<file path="config.mk">
export PLATFORM = sky130hd
export DESIGN_NAME = fetch_pc_unit
export DESIGN_NICKNAME = d
export VERILOG_FILES = /design/src/rtl/fetch_pc_unit.sv
export SDC_FILE = /design/constraint.sdc
export NUM_CORES = 1
export LEC_CHECK = 0
export ABC_AREA = 1
export CORE_ASPECT_RATIO = 0.7
export CORE_MARGIN = 4
export CORE_UTILIZATION = 28
export CTS_BUF_LIST = sky130_fd_sc_hd__clkbuf_4 sky130_fd_sc_hd__clkbuf_8
export CTS_CLUSTER_SIZE = 10
export DETAILED_ROUTE_END_ITERATION = 6
export DONT_BUFFER_PORTS = 1
export HOLD_SLACK_MARGIN = 0.1
export PLACE_DENSITY = 0.41
export SETUP_SLACK_MARGIN = 0.5
export SLEW_MARGIN = 20
export SYNTH_ARGS = -nofsm -noshare
export SYNTH_HDL_FRONTEND = slang
export SYNTH_SLANG_ARGS = --single-unit
</file>
<file path="constraint.sdc">
create_clock -name clk -period 2.25 [get_ports clk]
set_clock_uncertainty 0.2 [all_clocks]
set_input_delay 0.1125 -clock clk [delete_from_list [all_inputs] [get_ports clk]]
set_output_delay 0.1125 -clock clk [all_outputs]
set_load 0.005 [all_outputs]
</file>
<file path="src/rtl/fetch_pc_unit.sv">
// Fetch PC unit: owns the architectural fetch PC, issues one instruction-memory request at a time
// and hands {instr, pc, prediction} to decode over a valid/ready handshake.
`timescale 1ns/1ps
module fetch_pc_unit #(
  parameter int                XLEN     = 32,
  parameter logic [XLEN-1:0]   RESET_PC = '0
) (
  input  logic            clk,
  input  logic            rst_n,
  output logic [XLEN-1:0] bp_pc,
  input  logic            bp_taken,
  input  logic [XLEN-1:0] bp_target,
  output logic            imem_req_valid,
  input  logic            imem_req_ready,
  output logic [XLEN-1:0] imem_req_addr,
  input  logic            imem_resp_valid,
  input  logic [31:0]     imem_resp_data,
  input  logic            redirect_valid,
  input  logic [XLEN-1:0] redirect_pc,
  output logic            fetch_valid,
  input  logic            fetch_ready,
  output logic [31:0]     fetch_instr,
  output logic [XLEN-1:0] fetch_pc,
  output logic            fetch_pred_taken,
  output logic [XLEN-1:0] fetch_pred_target
);

  typedef enum logic [1:0] {
    ST_REQ   = 2'd0,
    ST_WAIT  = 2'd1,
    ST_VALID = 2'd2,
    ST_DRAIN = 2'd3
  } state_t;

  localparam logic [XLEN-1:0] PC_INC = {{(XLEN-3){1'b0}}, 3'b100};

  function automatic logic [XLEN-1:0] align_pc(input logic [XLEN-1:0] a);
    return {a[XLEN-1:2], 2'b00};
  endfunction

  state_t          r_state, w_state_nxt;
  logic [XLEN-1:0] r_pc, w_pc_nxt;
  logic            r_fetch_valid, w_fetch_valid_nxt;
  logic [31:0]     r_fetch_instr, w_fetch_instr_nxt;
  logic [XLEN-1:0] r_fetch_pc, w_fetch_pc_nxt;
  logic            r_pred_taken, w_pred_taken_nxt;
  logic [XLEN-1:0] r_pred_target, w_pred_target_nxt;
  logic            w_req_valid;
  logic            w_req_fire;

  // Request is suppressed while in reset so nothing escapes before the memory is up.
  assign w_req_valid       = rst_n & (r_state == ST_REQ) & ~redirect_valid;
  assign w_req_fire        = w_req_valid & imem_req_ready;

  assign bp_pc             = r_pc;
  assign imem_req_addr     = r_pc;
  assign imem_req_valid    = w_req_valid;
  assign fetch_valid       = r_fetch_valid;
  assign fetch_instr       = r_fetch_instr;
  assign fetch_pc          = r_fetch_pc;
  assign fetch_pred_taken  = r_pred_taken;
  assign fetch_pred_target = r_pred_target;

  // Next-state, next-PC and delivery-register logic; redirect overrides everything.
  always_comb begin
    w_state_nxt       = r_state;
    w_pc_nxt          = r_pc;
    w_fetch_valid_nxt = r_fetch_valid;
    w_fetch_instr_nxt = r_fetch_instr;
    w_fetch_pc_nxt    = r_fetch_pc;
    w_pred_taken_nxt  = r_pred_taken;
    w_pred_target_nxt = r_pred_target;
    if (redirect_valid) begin
      w_pc_nxt          = align_pc(redirect_pc);
      w_fetch_valid_nxt = 1'b0;
      case (r_state)
        ST_REQ:   w_state_nxt = ST_REQ;
        ST_VALID: w_state_nxt = ST_REQ;
        // An outstanding response still has to be swallowed before the next request.
        ST_WAIT:  w_state_nxt = imem_resp_valid ? ST_REQ : ST_DRAIN;
        ST_DRAIN: w_state_nxt = imem_resp_valid ? ST_REQ : ST_DRAIN;
        default:  w_state_nxt = ST_REQ;
      endcase
    end else begin
      case (r_state)
        ST_REQ: begin
          if (w_req_fire) begin
            w_fetch_pc_nxt    = r_pc;
            w_pred_taken_nxt  = bp_taken;
            w_pred_target_nxt = bp_target;
            w_pc_nxt          = bp_taken ? align_pc(bp_target) : (r_pc + PC_INC);
            w_state_nxt       = ST_WAIT;
          end else begin
            w_state_nxt = ST_REQ;
          end
        end
        ST_WAIT: begin
          if (imem_resp_valid) begin
            w_fetch_instr_nxt = imem_resp_data;
            w_fetch_valid_nxt = 1'b1;
            w_state_nxt       = ST_VALID;
          end else begin
            w_state_nxt = ST_WAIT;
          end
        end
        ST_VALID: begin
          if (fetch_ready) begin
            w_fetch_valid_nxt = 1'b0;
            w_state_nxt       = ST_REQ;
          end else begin
            w_state_nxt = ST_VALID;
          end
        end
        ST_DRAIN: begin
          if (imem_resp_valid) begin
            w_state_nxt = ST_REQ;
          end else begin
            w_state_nxt = ST_DRAIN;
          end
        end
        default: begin
          w_state_nxt       = ST_REQ;
          w_fetch_valid_nxt = 1'b0;
        end
      endcase
    end
  end

  // State, PC and delivery registers.
  always_ff @(posedge clk or negedge rst_n) begin
    if (!rst_n) begin
      r_state       <= ST_REQ;
      r_pc          <= align_pc(RESET_PC);
      r_fetch_valid <= 1'b0;
      r_fetch_instr <= 32'h0000_0000;
      r_fetch_pc    <= '0;
      r_pred_taken  <= 1'b0;
      r_pred_target <= '0;
    end else begin
      r_state       <= w_state_nxt;
      r_pc          <= w_pc_nxt;
      r_fetch_valid <= w_fetch_valid_nxt;
      r_fetch_instr <= w_fetch_instr_nxt;
      r_fetch_pc    <= w_fetch_pc_nxt;
      r_pred_taken  <= w_pred_taken_nxt;
      r_pred_target <= w_pred_target_nxt;
    end
  end

endmodule

</file>
* Word level (Yosys, flattened, before mapping) *
Cells that the tools add are included.

word-level totals
  register bits = 132
  bits of input ports = 103
  word-level logic and storage cells = 42

operators by class
  add/subtract/negate cells = 1
  eq/ne operators = 5
  mux-type cells = 15
  bitwise logic cells = 4
  reduce and logical (&&, ||, !) cells = 10

operators by type and width
  kind                                           count
  two-way mux 32 bit                             4
  adder 32 x 3 -> 32 bit, second input constant  1
  AND reduction 3 bit                            3
  two-way mux 2 bit                              4
  case mux 2 bit (4 select lines)                1
  != test 3 bit, second input constant           2
  == test 2 bit, second input constant           2
  two-way mux 1 bit                              4
  case mux 2 bit (2 select lines)                1
  nonzero test 2 bit                             2
  OR reduction 2 bit                             2
  AND 1 bit                                      3
  nonzero test 3 bit                             1
  == test 2 x 1 -> 1 bit, second input constant  1
  zero test 2 bit                                1
  case mux 1 bit (2 select lines)                1
  AND reduction 2 bit                            1
  inverter 1 bit                                 1

* Longest topological paths before layout *
Gate-level depths: netlist of the first run.

  word-level depth = 7
  gate-level depth with buffers = 11
  gate-level depth less buffers = 11

* Worst setup path before layout of the first run *
Ideal clock, no wire load.

  path type = register to register
  from = register r_pc[2], in the netlist bp_pc[2]
  to = register r_pc[24], in the netlist bp_pc[24]
  arrival = 1.373 ns
  setup slack = 0.561 ns
  cell stages (with the launch flop) = 11
  path buffers = 0
  cell sequence = dfrtp_1 -> ha_1 -> nand2_2 -> nor2_4 -> nand2_1 -> nor2_1 -> nand3_1 -> nand3_1 -> nand2_1 -> nand2_1 -> nand2_1

on the way
  word-level cells in the longest chain between the ends = 5

RTL lines
  element                   RTL line  text
  start: declaration        42        logic [XLEN-1:0] r_pc, w_pc_nxt;
  start signal: assignment  133       r_pc <= align_pc(RESET_PC);
  start signal: assignment  141       r_pc <= w_pc_nxt;
  adder 32 x 3 -> 32 bit    91        w_pc_nxt = bp_taken ? align_pc(bp_target) : (r_pc + PC_INC);
  two-way mux 32 bit        91
  two-way mux 32 bit        87        if (w_req_fire) begin
  two-way mux 32 bit        85        case (r_state)
  two-way mux 32 bit        73        if (redirect_valid) begin

Every way passes these cells. The select of a mux whose other input is x is not followed.
A chain may end at the register's enable or synchronous reset.

* Worst setup path in the final report of the first run *
  from = register r_pc[2], in the netlist bp_pc[2]
  to = register r_pc[7], in the netlist bp_pc[7]

Same word-level chain as after synthesis.

==> results_dict.tcl, run 1 <==
set metrics [dict create \
    syn_area_sq_um 6553 \
    grt_usage_pct 18.16 \
    reg2reg_from "bp_pc[2]$_DFFE_PN0P_" \
    crit_path_max_incr_delay_ps 430 \
    synth.avg_cell_area_sq_um 8.100 \
    critPathLaunch "bp_pc[2]$_DFFE_PN0P_" \
    p_leak_nw 4.168 \
    cts_hold_buffers 147 \
    grt_overflow 0 \
    relSlewSlack_pct 65.93 \
    num_rows 46 \
    clkPwrFrac_pct 33.3 \
    cts-root-buf "clkbuf_8" \
    clkSlewWorstSetupHoldPaths_ps 80 \
    max_freq_ghz 0.5346 \
    drtPass1Iterations 6 \
    cp_common_cell "o21ai_1" \
    path_depth 9 \
    start_util_pct 28.68 \
    clk_path_buf_depth 2 \
    ir_drop_v 0.0004102 \
    yosysUniqueCellTypes 34 \
    cp_cell_sequence "buf_6 > clkinvlp_4 > nor2_8 > nand2_4 > buf_4 > xor2_1 > o21ai_1 > nand2_1 > o21ai_1" \
    powerDensity_nw_per_um2 807.1 \
    worstPathArrival_ps 2040 \
    fin_crit_ps 1870 \
    ff2ff_setup_slack_ps 380 \
    hold_ws_ps -854.1 \
    seqPwrFrac_pct 47.8 \
    power_frac_comb_pct 18.9 \
    tightest_slew_ps 509.4 \
    critPathLaunchType "flop" \
    critical_path.top_delay_family "buffers and inverters" \
    grt_pass1_wl_mm 35.58 \
    cts_htree_levels 4 \
    grt_pass1_vias 5949 \
    slowest_stage "dfrtp_1" \
    crit_buf_inv 3 \
    setup_viol 0 \
    gp_congestion 0.8219 \
    fp.dieW_microns 190.8 \
    synthCells 809 \
    die_h_microns 136.0 \
    ant_nets 0 \
    rr_worst_depth 9 \
    endpoint_kind "flop" \
    drive_gt1_share_pct 17.76 \
    finalSetupTns_ps 0 \
    synth_adder_area_share_pct 0.1909 \
    worstSetupEndpoint "bp_pc[7]$_DFFE_PN0P_" \
    swShare_pct 31.76 \
    switching_power_w 0.002317 \
    wl_per_cell_microns 19.03 \
    violations "hold timing" \
    cp.required_ps 2420 \
    nNetsFinal 1048 \
    grt_antenna_before_repair 0 \
    report.final.slew_viol_count 0 \
    synth_top_family_by_area "simple AND/OR/NAND/NOR gates" \
    status "finished, violations left" \
    synth-simple-area-share_pct 26.98 \
    synthTopCellsByArea "dfrtp_1 (49%), nand2_1 (16%), mux2_2 (5.3%)" \
    finalHoldViolCount 128 \
    muxShareOfSynthArea_pct 5.499 \
    holdCritPathClass "input port to asynchronous set/reset pin" \
    ios 266 \
    rsz0062_at_grt "yes" \
    syn2layout_area_growth_pct 37.98 \
    cts_tree "done" \
    synth-xor-area-share_pct 0.4010 \
    cp_max_fo 6 \
    drc_errors 0 \
    maxCapViolCount 0 \
    io_buffer_count 0 \
    grt_start_max_net_pins 130 \
    yosysTopAreaCellShare_pct 48.88 \
    r2r_end "bp_pc[7]$_DFFE_PN0P_" \
    dp_hpwl_mm 15.47 \
    cts_made_buffers 17 \
    ys_ff_latch 128 \
    vias 5850 \
    core_sq_um 22850 \
    p_int_w 0.004980 \
    viasPerCell 4.606 \
    finalCritPeriodShare_pct 83.13 \
    wl_mm 24.17 \
    yosysTopAreaCell "dfrtp_1" \
    cts.sinks 128 \
    crit_type "flop to flop" \
    synth_compound_area_share_pct 8.211 \
    drt-initial-drc-count 263 \
    ys_warn_count 0 \
    yosysSeqAreaShare_pct 48.88 \
    power_w 0.007298 \
    die-area_sq_um 25950 \
    clkLatencyLatePin_ps 460 \
]
## cells in the mapped netlist (all sizes together)
| library cell | number |
|---|---|
| a21oi | 25 |
| a31oi | 2 |
| and2 | 2 |
| buf | 55 |
| clkbuf | 16 |
| conb | 1 |
| dfrtp | 128 |
| ha | 1 |
| inv | 50 |
| mux2 | 32 |
| nand2 | 283 |
| nand3 | 43 |
| nand3b | 1 |
| nand4 | 1 |
| nor2 | 88 |
| nor3 | 1 |
| o211ai | 3 |
| o21ai | 70 |
| o22ai | 3 |
| o311ai | 1 |
| xnor2 | 1 |
| xor2 | 2 |
## state kept, by name (all words and copies together) (netlist names)
name               flops
bp_pc                 30
fetch_instr           32
fetch_pc              30
fetch_pred_taken       1
fetch_pred_target     32
fetch_valid            1
r_state                2
## power groups by stage
stage / Combinational, W / Sequential, W / Clock (W)
3_5_place_dp: 0.00103 / 0.00352 / 0
5_1_grt: 0.00155 / 0.00358 / 0.00261
4_1_cts: 0.00132 / 0.00350 / 0.00252
3_3_place_gp: 0.00101 / 0.00353 / 0
2_1_floorplan: 0.000916 / 0.00332 / 0
6_report: 0.00138 / 0.00349 / 0.00243
## layer usage
| metal | wire length, microns | global-route usage, % |
|---|---|---|
| met1 | 11340 | 25.02 |
| met2 | 10590 | 27.09 |
| met3 | 1968 | 6.545 |
| met4 | 272 | 4.864 |
| met5 | 0 | 0 |
## how the worst min path moves through the flow
stage	slack [ps]	endpoint	cells after the start	startpoint
final	-850	fetch_pred_target[17]$_DFFE_PN0P_	0	rst_n
after floorplan	-380	bp_pc[10]$_DFFE_PN0P_	0	rst_n
after global routing	-910	bp_pc[14]$_DFFE_PN0P_	0	rst_n
after detailed placement	-380	fetch_pred_target[17]$_DFFE_PN0P_	0	rst_n
after CTS	-910	bp_pc[16]$_DFFE_PN0P_	0	rst_n
after global placement	-380	fetch_pred_target[17]$_DFFE_PN0P_	0	rst_n
## cell families (layout without fill, tap and decap cells)
family | after synthesis | in the layout
AND/OR/NAND/NOR | 419 | 420
buffers and inverters | 121 | 263
AO/OA/AOI/OAI | 104 | 104
other | 1 | 7
flip-flops | 128 | 128
multiplexers | 32 | 32
XOR/XNOR | 3 | 3
adder cells (fa/ha/maj) | 1 | 1
## final cells by class
cell class | instances | area, sq um
fillers | 2334 | 13810
clock buffers | 20 | 269.0
flip-flops and latches | 128 | 3226
diodes | 1 | 2.502
clock inverters | 12 | 205.2
repair buffers | 181 | 1864
multi-input cells | 566 | 2882
inverters | 50 | 202.7
well taps | 312 | 390.4
## through the flow
stage	worst slack [ps]	cell area, sq um	utilization [%]	std cells	hold WS, ps
after floorplan	560.6	6571	-	814	-383.1
after global placement	233.7	6651	29.11	1074	-379.4
after detailed placement	224.3	6651	29.11	1074	-378.7
after CTS	419.0	8821	38.60	1259	-909.9
after global routing	287.7	9039	39.56	1269	-909.1
final	379.6	9041	39.57	1270	-854.1
## worst reg2reg max path: cells and delay by family (launching register included)
family,cells,cell delay (ps)
AOI/OAI and AO/OA,2,240
xor gates and xnor gates,1,130
buffers and inverters,3,450
DFF,1,430
and+or+nand+nor,3,350
## placed cells by master, fill, tap and decap left out, types with 2 or more instances in the layout
master	n
dfrtp_1	110
nand3_1	36
a21oi_1	25
bufinv_16	5
nor2_2	11
a31oi_1	2
and2_1	2
nor2_1	63
o22ai_1	3
xor2_1	2
nand3_2	6
clkbuf_8	19
nand3_4	2
o21ai_1	19
buf_6	6
clkinvlp_4	4
mux2_2	31
o21ai_0	50
nand2_2	5
inv_6	2
nand2_1	271
conb_1	6
o211ai_1	3
dlygate4sd3_1	143
nor2_4	13
buf_12	7
inv_1	46
buf_4	23
dfrtp_2	18
clkinv_4	2
nand2_4	7
## what timing repair did
action / in CTS / in global routing
gates resized for setup: 42 / 37
endpoints found under the setup margin: 120 / 106
pin swaps: 8 / 11
gates cloned: 1 / 1
hold endpoints to repair: 256 / 128
buffers inserted: 5 / 9
No activity file was read; power rests on OpenSTA's default activity.
==> run 2: changes to the inputs <==
Clock period 2.25 ns to 1.9 ns, I/O delays scaled along.
==> run 2 against run 1 <==
Critical path depth up 1. Worst setup slack worse by 310 ps. Register-to-register slack worse by 310 ps. The run still ends with hold timing left. Utilization up 9.1 points. Clock-buffer cell count up 1. Highest routed layer is now met5. Final cell count up 8.7%. Wire length up 24%. Combinational power up 86%. Critical endpoint is now bp_pc[23]$_DFFE_PN0P_.
==> results_dict.tcl, run 2 (same netlist as run 1, synthesis figures left out) <==
set metrics [dict create \
    status "finished, violations left" \
    violations "hold timing" \
    clk_path_buf_depth 2 \
    r2r_end "bp_pc[23]$_DFFE_PN0P_" \
    n_fill_cell 2219 \
    core_sq_um 22850 \
    seqPwrFrac_pct 44.3 \
    tightest_slew_ps 516.6 \
    vias 6555 \
    rr_worst_depth 10 \
    worstPathArrival_ps 1980 \
    ios 266 \
    grt_antenna_before_repair 4 \
    grt_start_max_net_pins 130 \
    clkPwrFrac_pct 28.1 \
    dp_hpwl_mm 15.62 \
    final.setup.worst_slack_ps 64.99 \
    design_area_sq_um 11120 \
    cts_htree_levels 4 \
    endpoint_kind "flop" \
    nNetsFinal 1157 \
    critPathLaunchType "flop" \
    multi_input_area_sq_um 3378 \
    powerDensity_nw_per_um2 833.6 \
    ff2ff_setup_slack_ps 60 \
    grt_overflow 0 \
    cts_tree "done" \
    report.final.slew_viol_count 0 \
    p_leak_nw 5.183 \
    drt-initial-drc-count 376 \
    drive_gt1_share_pct 33.40 \
    ant_nets 0 \
    relSlewSlack_pct 65.45 \
    swShare_pct 33.44 \
    fin_crit_ps 1835 \
    p_int_w 0.006169 \
    fp.dieW_microns 190.8 \
    cts-root-buf "clkbuf_8" \
    drtPass1Iterations 5 \
    power_frac_comb_pct 27.6 \
    setup_viol 0 \
    clkSlewWorstSetupHoldPaths_ps 80 \
    hold_ws_ps -878.3 \
    maxCapViolCount 0 \
    wl_mm 30.04 \
    crit_type "flop to flop" \
    start_util_pct 28.68 \
    switching_power_w 0.003099 \
    holdCritPathClass "input port to asynchronous set/reset pin" \
    power_w 0.009269 \
    grt_pass1_wl_mm 41.83 \
    worstSetupEndpoint "bp_pc[23]$_DFFE_PN0P_" \
    place_area_sq_um 6934 \
    cts.sinks 128 \
    die_h_microns 136.0 \
    dp.cells 1097 \
    grt_pass1_vias 6487 \
    reg2reg_from "bp_pc[3]$_DFFE_PN0P_" \
    finalCritPeriodShare_pct 96.58 \
    max_freq_ghz 0.5450 \
    grt_usage_pct 21.91 \
    clkLatencyLatePin_ps 470 \
    gp_congestion 0.7799 \
    cp_max_fo 6 \
    die-area_sq_um 25950 \
    viasPerCell 4.750 \
    layout.area.seq_sq_um 3208 \
    ir_drop_v 0.0004245 \
    instances_no_fill 1380 \
    cp.required_ps 2050 \
    place_ws_ps 56.45 \
    cts_made_buffers 17 \
    rsz0062_at_grt "yes" \
    wl_per_cell_microns 21.77 \
    drc_errors 0 \
    critPathLaunch "bp_pc[3]$_DFFE_PN0P_" \
    layout_common_cells "nand2_1 (202), dlygate4sd3_1 (161), dfrtp_1 (124)" \
    io_buffer_count 0 \
    finalHoldViolCount 128 \
    layout_commonest_cell "nand2_1" \
    num_rows 46 \
    syn2layout_area_growth_pct 69.70 \
]
run 2: cell count changes in the layout (fill, tap and decap cells not counted), sizes merged:
| cell | previous run | this run |
|---|---|---|
| clkinv | 3 | 8 |
| diode | 1 | 2 |
| bufinv | 5 | 3 |
| inv | 50 | 52 |
| clkinvlp | 4 | 2 |
| buf | 37 | 121 |
| nand3 | 44 | 43 |
| clkbuf | 21 | 26 |
| dlygate4sd3 | 143 | 161 |
run 2: final cells by class:
cell class	count	area share [%]
clock inverters	11	1.227
repair buffers	287	30.88
inverters	50	1.868
well taps	312	3.511
clock buffers	21	2.543
repair inverters	4	0.6976
diodes	2	0.04501
multi-input cells	565	30.38
flip-flops and latches	128	28.85
run 2: how the worst min path moves through the flow:
| stage | start | end | slack, ps | depth (start not counted) |
|---|---|---|---|---|
| 2_1_floorplan | rst_n | bp_pc[10]$_DFFE_PN0P_ | -400 | 0 |
| 4_1_cts | rst_n | fetch_pc[15]$_DFFE_PN0P_ | -920 | 0 |
| 3_3_place_gp | rst_n | fetch_pred_target[16]$_DFFE_PN0P_ | -400 | 0 |
| 3_5_place_dp | rst_n | fetch_pred_target[17]$_DFFE_PN0P_ | -400 | 0 |
| 5_1_grt | rst_n | bp_pc[24]$_DFFE_PN0P_ | -930 | 0 |
| 6_report | rst_n | fetch_pred_target[13]$_DFFE_PN0P_ | -880 | 0 |
run 2: power by group through the flow:
stage                     combinational (W)  sequential, W  clock (W)
after floorplan                     0.00112        0.00394          0
after global placement              0.00140        0.00411          0
after detailed placement            0.00141        0.00411          0
after CTS                           0.00214        0.00407    0.00267
after global routing                0.00279        0.00420    0.00280
final                               0.00256        0.00411    0.00260
run 2: layer usage:
metal	vias to the layer above	routed length [microns]	global-route usage [%]
met3	27	2747	8.291
met5	-	13	0
li1	3053	-	-
met2	267	13310	32.29
met1	3206	13530	30.35
met4	2	434	5.662
run 2: critical path, stage by stage, from the launching register on:
cell	delay, ps
dfrtp_1	400
buf_6	130
nand2_4	60
nor2_8	200
nand2_8	110
nor2_4	230
nand3_1	100
nand3_1	120
nand2_1	60
nand2_1	50
nand2_1	60
run 2: what timing repair did:
action                                 in CTS  in global routing
hold buffers                              166                  1
setup endpoints to repair                 134                156
pin swaps                                  24                 46
resized for setup                         102                174
setup buffers                              31                 26
endpoints found under the hold margin     256                129
gates cloned                               19                  6
run 2: per-stage QoR:
stage	util (%)	TNS, ps
global placement	30.35	0
global route	48.65	-53.11
finish	48.66	0
detailed placement	30.35	0
CTS	44.32	0
floorplan	-	0
